--- config.mk ---
export PLATFORM = sky130hd
export DESIGN_NAME = defuse_ctl
export DESIGN_NICKNAME = d
export VERILOG_FILES = /design/src/rtl/defuse_ctl.sv
export SDC_FILE = /design/constraint.sdc
export NUM_CORES = 1
export LEC_CHECK = 0
export BUFFER_PORTS_ARGS = -buffer_cell sky130_fd_sc_hd__buf_4
export CAP_MARGIN = 20
export CORE_UTILIZATION = 50
export CTS_CLUSTER_DIAMETER = 60
export DETAILED_ROUTE_END_ITERATION = 10
export PLACE_DENSITY = 0.7
export SLEW_MARGIN = 20
export SYNTH_ARGS = -nofsm -noshare
export SYNTH_HDL_FRONTEND = slang
export SYNTH_SLANG_ARGS = --single-unit
--- constraint.sdc ---
create_clock -name clk -period 3.3 [get_ports clk]
set_clock_uncertainty 0.2 [all_clocks]
set_input_delay 0.66 -clock clk [delete_from_list [all_inputs] [get_ports clk]]
set_output_delay 0.66 -clock clk [all_outputs]
set_load 0.005 [all_outputs]
--- src/rtl/defuse_ctl.sv ---
// Right-click flag sequencer and new-game flag clear for the Saper defuse-field storage.
// Commands are issued two cycles after the click is accepted. A click that arrives while the block is busy is dropped.
module defuse_ctl #(
  parameter int MINES_EASY   = 10,
  parameter int MINES_MEDIUM = 15,
  parameter int MINES_HARD   = 40
) (
  input  logic       clk,
  input  logic       rst,
  input  logic [1:0] level,
  input  logic       new_game,
  input  logic       click_req,
  input  logic [4:0] click_x,
  input  logic [4:0] click_y,
  input  logic       flag_rd,
  input  logic       revealed_rd,
  output logic [4:0] addr_x,
  output logic [4:0] addr_y,
  output logic       defuse,
  output logic       undefuse,
  output logic [4:0] ind_x,
  output logic [4:0] ind_y,
  output logic [4:0] arr_x_refresh,
  output logic [4:0] arr_y_refresh,
  output logic [5:0] flags_left,
  output logic       flag_limit,
  output logic       busy
);

  localparam logic [1:0] ST_IDLE   = 2'd0;
  localparam logic [1:0] ST_LOOKUP = 2'd1;
  localparam logic [1:0] ST_DECIDE = 2'd2;
  localparam logic [1:0] ST_CLEAR  = 2'd3;

  function automatic logic [1:0] lvl_norm(input logic [1:0] l);
    return (l == 2'd0) ? 2'd1 : l;
  endfunction

  logic [1:0] state_q, state_d;
  logic [1:0] level_q;
  logic [4:0] cx_q, cx_d, cy_q, cy_d;
  logic [4:0] lx_q, lx_d, ly_q, ly_d;
  logic [4:0] ind_x_q, ind_x_d, ind_y_q, ind_y_d;
  logic [4:0] rx_q, rx_d, ry_q, ry_d;
  logic [5:0] flags_q, flags_d;
  logic       defuse_q, defuse_d, undefuse_q, undefuse_d, flag_limit_q, flag_limit_d;
  logic [4:0] size;
  logic [5:0] mines;
  logic       clr_req;

  always_comb begin
    case (lvl_norm(level_q))
      2'd2:    begin size = 5'd10; mines = 6'(MINES_MEDIUM); end
      2'd3:    begin size = 5'd16; mines = 6'(MINES_HARD);   end
      default: begin size = 5'd8;  mines = 6'(MINES_EASY);   end
    endcase
  end

  // A level switch restarts the game exactly like an explicit new_game.
  assign clr_req = new_game | (lvl_norm(level) != lvl_norm(level_q));

  always_comb begin
    state_d      = state_q;
    cx_d         = cx_q;
    cy_d         = cy_q;
    lx_d         = lx_q;
    ly_d         = ly_q;
    ind_x_d      = ind_x_q;
    ind_y_d      = ind_y_q;
    flags_d      = flags_q;
    defuse_d     = 1'b0;
    undefuse_d   = 1'b0;
    flag_limit_d = 1'b0;
    if (clr_req) begin
      state_d = ST_CLEAR;
      cx_d    = 5'd0;
      cy_d    = 5'd0;
    end else begin
      case (state_q)
        ST_IDLE: begin
          if (click_req && (click_x < size) && (click_y < size)) begin
            lx_d    = click_x;
            ly_d    = click_y;
            state_d = ST_LOOKUP;
          end
        end
        ST_LOOKUP: state_d = ST_DECIDE;
        ST_DECIDE: begin
          state_d = ST_IDLE;
          if (revealed_rd) begin
            flags_d = flags_q;
          end else if (flag_rd) begin
            undefuse_d = 1'b1;
            ind_x_d    = lx_q;
            ind_y_d    = ly_q;
            flags_d    = (flags_q >= mines) ? mines : flags_q + 6'd1;
          end else if (flags_q != 6'd0) begin
            defuse_d = 1'b1;
            ind_x_d  = lx_q;
            ind_y_d  = ly_q;
            flags_d  = flags_q - 6'd1;
          end else begin
            flag_limit_d = 1'b1;
          end
        end
        default: begin
          undefuse_d = 1'b1;
          ind_x_d    = cx_q;
          ind_y_d    = cy_q;
          if (cy_q >= size - 5'd1) begin
            cy_d = 5'd0;
            if (cx_q >= size - 5'd1) begin
              cx_d    = 5'd0;
              flags_d = mines;
              state_d = ST_IDLE;
            end else begin
              cx_d = cx_q + 5'd1;
            end
          end else begin
            cy_d = cy_q + 5'd1;
          end
        end
      endcase
    end
  end

  // Scan parks at (0,0) for the whole clear, so it restarts cleanly afterwards.
  always_comb begin
    rx_d = rx_q;
    ry_d = ry_q;
    if ((state_q == ST_CLEAR) || (state_d == ST_CLEAR) || (rx_q >= size) || (ry_q >= size)) begin
      rx_d = 5'd0;
      ry_d = 5'd0;
    end else if (ry_q == size - 5'd1) begin
      ry_d = 5'd0;
      rx_d = (rx_q == size - 5'd1) ? 5'd0 : rx_q + 5'd1;
    end else begin
      ry_d = ry_q + 5'd1;
    end
  end

  always_ff @(posedge clk) begin
    if (rst) begin
      state_q      <= ST_IDLE;
      level_q      <= level;
      cx_q         <= 5'd0;
      cy_q         <= 5'd0;
      lx_q         <= 5'd0;
      ly_q         <= 5'd0;
      ind_x_q      <= 5'd0;
      ind_y_q      <= 5'd0;
      rx_q         <= 5'd0;
      ry_q         <= 5'd0;
      flags_q      <= 6'd0;
      defuse_q     <= 1'b0;
      undefuse_q   <= 1'b0;
      flag_limit_q <= 1'b0;
    end else begin
      state_q      <= state_d;
      level_q      <= level;
      cx_q         <= cx_d;
      cy_q         <= cy_d;
      lx_q         <= lx_d;
      ly_q         <= ly_d;
      ind_x_q      <= ind_x_d;
      ind_y_q      <= ind_y_d;
      rx_q         <= rx_d;
      ry_q         <= ry_d;
      flags_q      <= flags_d;
      defuse_q     <= defuse_d;
      undefuse_q   <= undefuse_d;
      flag_limit_q <= flag_limit_d;
    end
  end

  assign addr_x        = lx_q;
  assign addr_y        = ly_q;
  assign defuse        = defuse_q;
  assign undefuse      = undefuse_q;
  assign ind_x         = ind_x_q;
  assign ind_y         = ind_y_q;
  assign arr_x_refresh = rx_q;
  assign arr_y_refresh = ry_q;
  assign flags_left    = flags_q;
  assign flag_limit    = flag_limit_q;
  assign busy          = (state_q != ST_IDLE);

endmodule

==> results of run 1 <==
## Yosys cell counts (2+ instances only)
master | n | area [um^2]
a31oi_1 | 3 | 18.77
nand2_1 | 33 | 123.9
xor2_1 | 14 | 122.6
nor4_1 | 2 | 12.51
nor2b_1 | 3 | 18.77
o211ai_1 | 2 | 15.01
o21ai_0 | 14 | 70.07
nand3_1 | 14 | 70.07
a211oi_1 | 2 | 15.01
a21boi_0 | 2 | 15.01
a21o_1 | 2 | 15.01
or3_1 | 4 | 25.02
and3_1 | 5 | 31.28
xnor2_1 | 6 | 52.55
inv_1 | 9 | 33.78
a21oi_1 | 33 | 165.2
nor2_1 | 47 | 176.4
nand4_1 | 6 | 37.54
nand2b_1 | 9 | 56.30
clkbuf_1 | 14 | 52.55
buf_2 | 2 | 10.01
mux2i_1 | 11 | 110.1
nor3_1 | 5 | 25.02
nor3b_1 | 4 | 30.03
dfxtp_1 | 53 | 1061
ha_1 | 14 | 175.2
and2_1 | 3 | 18.77
nand3b_1 | 2 | 15.01
a31o_2 | 2 | 17.52
o22ai_1 | 3 | 18.77
nor4b_1 | 4 | 35.03
## worst reg2reg max path: stages, from the launching register on
cell       delay [ns]
dfxtp_1          0.49
inv_1            0.13
ha_1             0.23
nor4b_1          0.14
a2bb2oi_1        0.14
or4b_1           0.53
a211o_1          0.38
or3_1            0.34
a31oi_1          0.21
## final timing paths
check                                                   end  depth (start not counted)
worst max-delay path             flags_left[0]$_SDFFE_PP0P_                          8
worst min-delay path                     level_q[1]$_DFF_P_                          1
worst max register to register   flags_left[0]$_SDFFE_PP0P_                          8
worst min register to register  arr_y_refresh[0]$_SDFF_PP0_                          1
## cell families (layout without fill, tap and decap cells)
family / after synthesis / after routing / share of synthesized area (%)
and+or+nand+nor: 144 / 144 / 25.07
muxes: 11 / 11 / 3.939
AOI/OAI and AO/OA: 76 / 76 / 16.65
buffers and inverters: 27 / 80 / 3.849
xor gates and xnor gates: 20 / 20 / 6.267
DFF: 53 / 53 / 37.96
adders and majority gates: 14 / 14 / 6.267
## metal layers
metal  up-vias  wire (um)  global-route usage [%]
li1       1316          -                       -
met3        14        473                   3.452
met5         -          0                       0
met1      1169       3020                   30.99
met2        90       2927                   37.05
met4         0         95                   6.731
## power by group through the flow
stage	clock network (W)	logic (W)	registers, W
floorplan	0	0.0000644	0.000664
global placement	0	0.000105	0.000665
detailed placement	0	0.000106	0.000665
CTS	0.000452	0.000106	0.000650
global route	0.000472	0.000118	0.000651
finish	0.000441	0.000106	0.000650
## per-stage QoR
stage	hold WS (ns)	utilization [%]
floorplan	0.2554	-
detailed placement	0.2717	62.59
global placement	0.2670	62.59
global route	0.2697	64.72
CTS	0.2721	64.72
finish	0.2797	64.72
## flip-flops by register name, indices dropped and copies added, names as in the netlist
register / cells
level_q: 2
ind_x: 5
flags_left: 6
state_q: 2
arr_x_refresh: 5
cx_q: 5
ind_y: 5
arr_y_refresh: 5
cy_q: 5
addr_y: 5
addr_x: 5
undefuse: 1
defuse: 1
flag_limit: 1
## area by class of cell
class                           count  area, um^2  share of cell area [%]
Timing Repair Buffer               62       465.4                   13.73
Tap cell                           70       87.58                   2.584
Clock inverter                      2       38.79                   1.144
Sequential cell                    53        1061                   31.30
Clock buffer                        6       72.57                   2.141
Multi-Input combinational cell    265        1627                   47.99
Inverter                           10       37.54                   1.107
==> run metrics, run 1 <==
max cap viols 0; Leak 1.400 nW; placed cells 460; Clk network pwr share 36.9%; Max-slew headroom 55.79%; Max Root-Sink Buffers 2; Post-synth EDFFs 0; critical-path cell list inv_1, ha_1, nor4b_1, a2bb2oi_1, or4b_1, a211o_1, or3_1, a31oi_1; status completed; share of cells above drive strength 1 18.84%; Buffers on Ports 57; worst ir drop on vdd 0.0002730 V; post-CTS sizing 0; synthesized area 2795 um^2; fin. max-slew vios 0; crit path from flags_left[0]$_SDFFE_PP0P_; critical path peak fanout 8; GRT Util Overall 22.81%; asr flop ratio synth 0%; Finished Layout Cells 468; synthesis-to-finish area growth 21.26%; diode count 0; Core Area 5238 um^2; HP Start level[1]; ys flop type dfxtp_1; post-detail-place hpwl 4779 um; Worst setup SP type register; Hold Path Class in -> reg; pin count of the biggest net entering global routing 32; Routed WL 6517 um; Final min period 2.860 ns; Yosys Warn Count 0; Int Power 0.0009154 W; Synth Area per Inst 8.102 um^2; syn_nets 377; setup_tns 0 ns; Buf/Inv on CP 1; Routed WL per cell 13.93 um; initial antenna violation count 0; NetSw 0.0002818 W; Starting Density 53.37%; worst-margin pin slew 0.6562 ns; Max Freq 349.7 MHz; commonest non-fill, non-tap cell in the layout buf_4; Routability Congestion 0.8420; post-CTS setup buffers 0; Die W 76.77 um; sequential cell area fraction in the yosys report 37.96%; first-pass GRT wire length 10,890 um; GR Overflow Total 0; Final setup viols 0; Power Total 0.001197 W; TritonCTS Buffers 5; commonest cells after routing, fill and taps aside buf_4, dfxtp_1, nor2_1; slowest CP cell or4b_1; root buffer cell clkbuf_8; CP top delay family simple AND/OR/NAND/NOR gates; Vert. Die Dim 76.77 um; Pwr per Cell Area 353.2 nW/um^2; placed cell areas 3278 um^2; hold buffer count at CTS 0; post-synthesis cell count 345; vias in the first global route 2,311; io pins 58; Final ANT Viol Nets 0; CTS Sinks 53; Synth Register Bits 53; Die ar. 5894 um^2; crit end category register; required time of the critical path 3.32 ns; FP Rows 26; CTS tree yes; register share of total power 54.3%; Post-route DRC 0; H-tree lvl count 2; post-layout worst setup margin 0.4402 ns; number of fillers in the final layout 460; fin nets 429; clock insertion delay at the later pin of the skew report 0.30 ns; final instance area 3390 um^2; clk slew on worst S/H paths 0.10 ns; switching share of power 23.54%; fin crit share 86.66%; FF-to-FF setup slack 0.44 ns; Netlist cell types 49; worst r2r src flags_left[0]$_SDFFE_PP0P_; via density per instance 5.532; WP data arrival 2.88 ns; dpl ws 0.5244 ns; RSZ-0062 raised after global routing no; Crit Path Class reg -> reg; first-pass detailed-route iteration total 5; via count 2,589; CP peak stage delay 0.53 ns; combinational share of power 8.9%; DR iter-0 viols 213; Fin. Hold Viols 0
(Power assumes the default switching activity.)
==> run 2: changes to the inputs <==
--- a/config.mk
+++ b/config.mk
@@ -11,6 +11,7 @@
 export CTS_CLUSTER_DIAMETER = 60
 export DETAILED_ROUTE_END_ITERATION = 10
 export PLACE_DENSITY = 0.7
+export REMOVE_ABC_BUFFERS = 1
 export SLEW_MARGIN = 20
 export SYNTH_ARGS = -nofsm -noshare
 export SYNTH_HDL_FRONTEND = slang
==> run metrics, run 2 (synthesized netlist as in run 1, its figures left out) <==
status completed; WP data arrival 2.88 ns (about the same); Power Total 0.001120 W (-6.4%); post-detail-place hpwl 5010 um (+4.8%); Max-slew headroom 58.72% (+2.9 points); Final ANT Viol Nets 0 (unchanged); GR Overflow Total 0 (unchanged); Pwr per Cell Area 333.7 nW/um^2 (-5.5%); FP Rows 26 (unchanged); Leak 1.384 nW (-1.1%); Routed WL 6797 um (+4.3%); max reg flops 6 (unchanged); clk slew on worst S/H paths 0.10 ns (about the same); post-CTS setup buffers 0 (unchanged); Buf/Inv on CP 0 (-1); Starting Density 53.37% (unchanged); Die W 76.77 um (unchanged); CP top delay family simple AND/OR/NAND/NOR gates; Crit Path Class reg -> reg; Max Root-Sink Buffers 2 (unchanged); synthesis-to-finish area growth 20.10%; Die ar. 5894 um^2 (unchanged); critical-path cell list nor2b_1, ha_1, a21o_1, a31oi_1, and3_1, a211o_1, or3_1, a21oi_2; RSZ-0062 raised after global routing no; root buffer cell clkbuf_8; initial antenna violation count 0 (unchanged); worst ir drop on vdd 0.0002684 V (-1.7%); commonest non-fill, non-tap cell in the layout buf_4; CTS tree yes; Fin. Hold Viols 0 (unchanged); first-pass GRT wire length 11,590 um (+6.5%); setup_tns 0 ns (unchanged); worst-margin pin slew 0.6179 ns (-0.03831 ns); first-pass detailed-route iteration total 4 (-1); io pins 58 (unchanged); fin crit share 85.78% (-0.88 points); H-tree lvl count 2 (unchanged); Hold Path Class in -> reg; vias in the first global route 2,453 (+6.1%); DR iter-0 viols 156 (-27%); Routability Congestion 0.8486 (+0.78%); diode count 0 (unchanged); Max Freq 353.3 MHz (+1.0%); Post-route DRC 0 (unchanged); critical path peak fanout 13 (+5); final core area utilization 64.09% (-0.62 points); crit end category register; Final min period 2.831 ns (-0.02907 ns); hold buffer count at CTS 0 (unchanged); post-CTS sizing 0 (unchanged); Vert. Die Dim 76.77 um (unchanged); Buffers on Ports 57 (unchanged); fin nets 428 (-0.23%); via count 2,602 (+0.50%); commonest cells after routing, fill and taps aside buf_4, dfxtp_1, nor2_1; Routed WL per cell 14.55 um (+4.5%); via density per instance 5.572 (+0.72%); Final setup viols 0 (unchanged); Worst setup SP type register; CP peak stage delay 0.54 ns (about the same); max cap viols 0 (unchanged); pin count of the biggest net entering global routing 32 (unchanged); TritonCTS Buffers 5 (unchanged); Core Area 5238 um^2 (unchanged); slowest CP cell dfxtp_1; clock insertion delay at the later pin of the skew report 0.30 ns (about the same); GRT Util Overall 24.12% (+1.3 points); fin. max-slew vios 0 (unchanged); share of cells above drive strength 1 18.89% (+0.047 points); CTS Sinks 53 (unchanged); required time of the critical path 3.34 ns (+0.02 ns)
## run 2: changes by cell type in the layout (fill, tap and decap cells not counted), sizes merged
cell | before | now
buf | 62 | 61
bufinv | 1 | 0
clkbuf | 6 | 5
clkinv | 1 | 2
clkinvlp | 0 | 1
## run 2: path summary, 6_finish.rpt
path	startpoint	end	slack, ns	cells past startpoint
max	level_q[1]$_DFF_P_	flags_left[5]$_SDFFE_PP0P_	0.47	8
min	level[1]	level_q[1]$_DFF_P_	0.27	1
min reg2reg	arr_y_refresh[0]$_SDFF_PP0_	arr_y_refresh[0]$_SDFF_PP0_	0.29	1
max reg2reg	level_q[1]$_DFF_P_	flags_left[5]$_SDFFE_PP0P_	0.47	8
## run 2: metrics by stage
step           area (um^2)  setup WS (ns)  cells  hold WS [ns]
6_report              3357         0.4692    467        0.2735
2_1_floorplan         2725         0.4794    328        0.2554
5_1_grt               3357         0.2438    467        0.2653
4_1_cts               3357         0.4642    467        0.2669
3_3_place_gp          3271         0.5553    459        0.2660
3_5_place_dp          3271         0.4875    459        0.2746
## run 2: final cells by class
type | instances | area, um^2
fillers | 495 | 1881
multi-input cells | 265 | 1627
flip-flops and latches | 53 | 1061
repair buffers | 61 | 457.9
well taps | 70 | 87.58
clock buffers | 5 | 68.82
inverters | 10 | 37.54
clock inverters | 3 | 17.52
## run 2: routing by layer
metal  vias up  global-route usage, %  share of wire, %
met2        63                  38.39                46
met3         2                  4.286               4.0
met4         0                  6.154              0.43
met1      1227                  33.46                50
li1       1310                      -                 -
met5         -                      0                 0
## run 2: worst register-to-register path: cells and delay by family, from the launching register on
kind            cells  cell delay, ns
compound gates      4            0.65
fa+ha+maj           1            0.25
flops               1            0.54
simple gates        3            1.14
## run 2: report_power, final
part	internal, W	switching (W)	leakage, nW
Sequential	0.000644	0.00000797	0.428
Combinational	0.0000421	0.0000624	0.912
Clock	0.000147	0.000217	0.0439
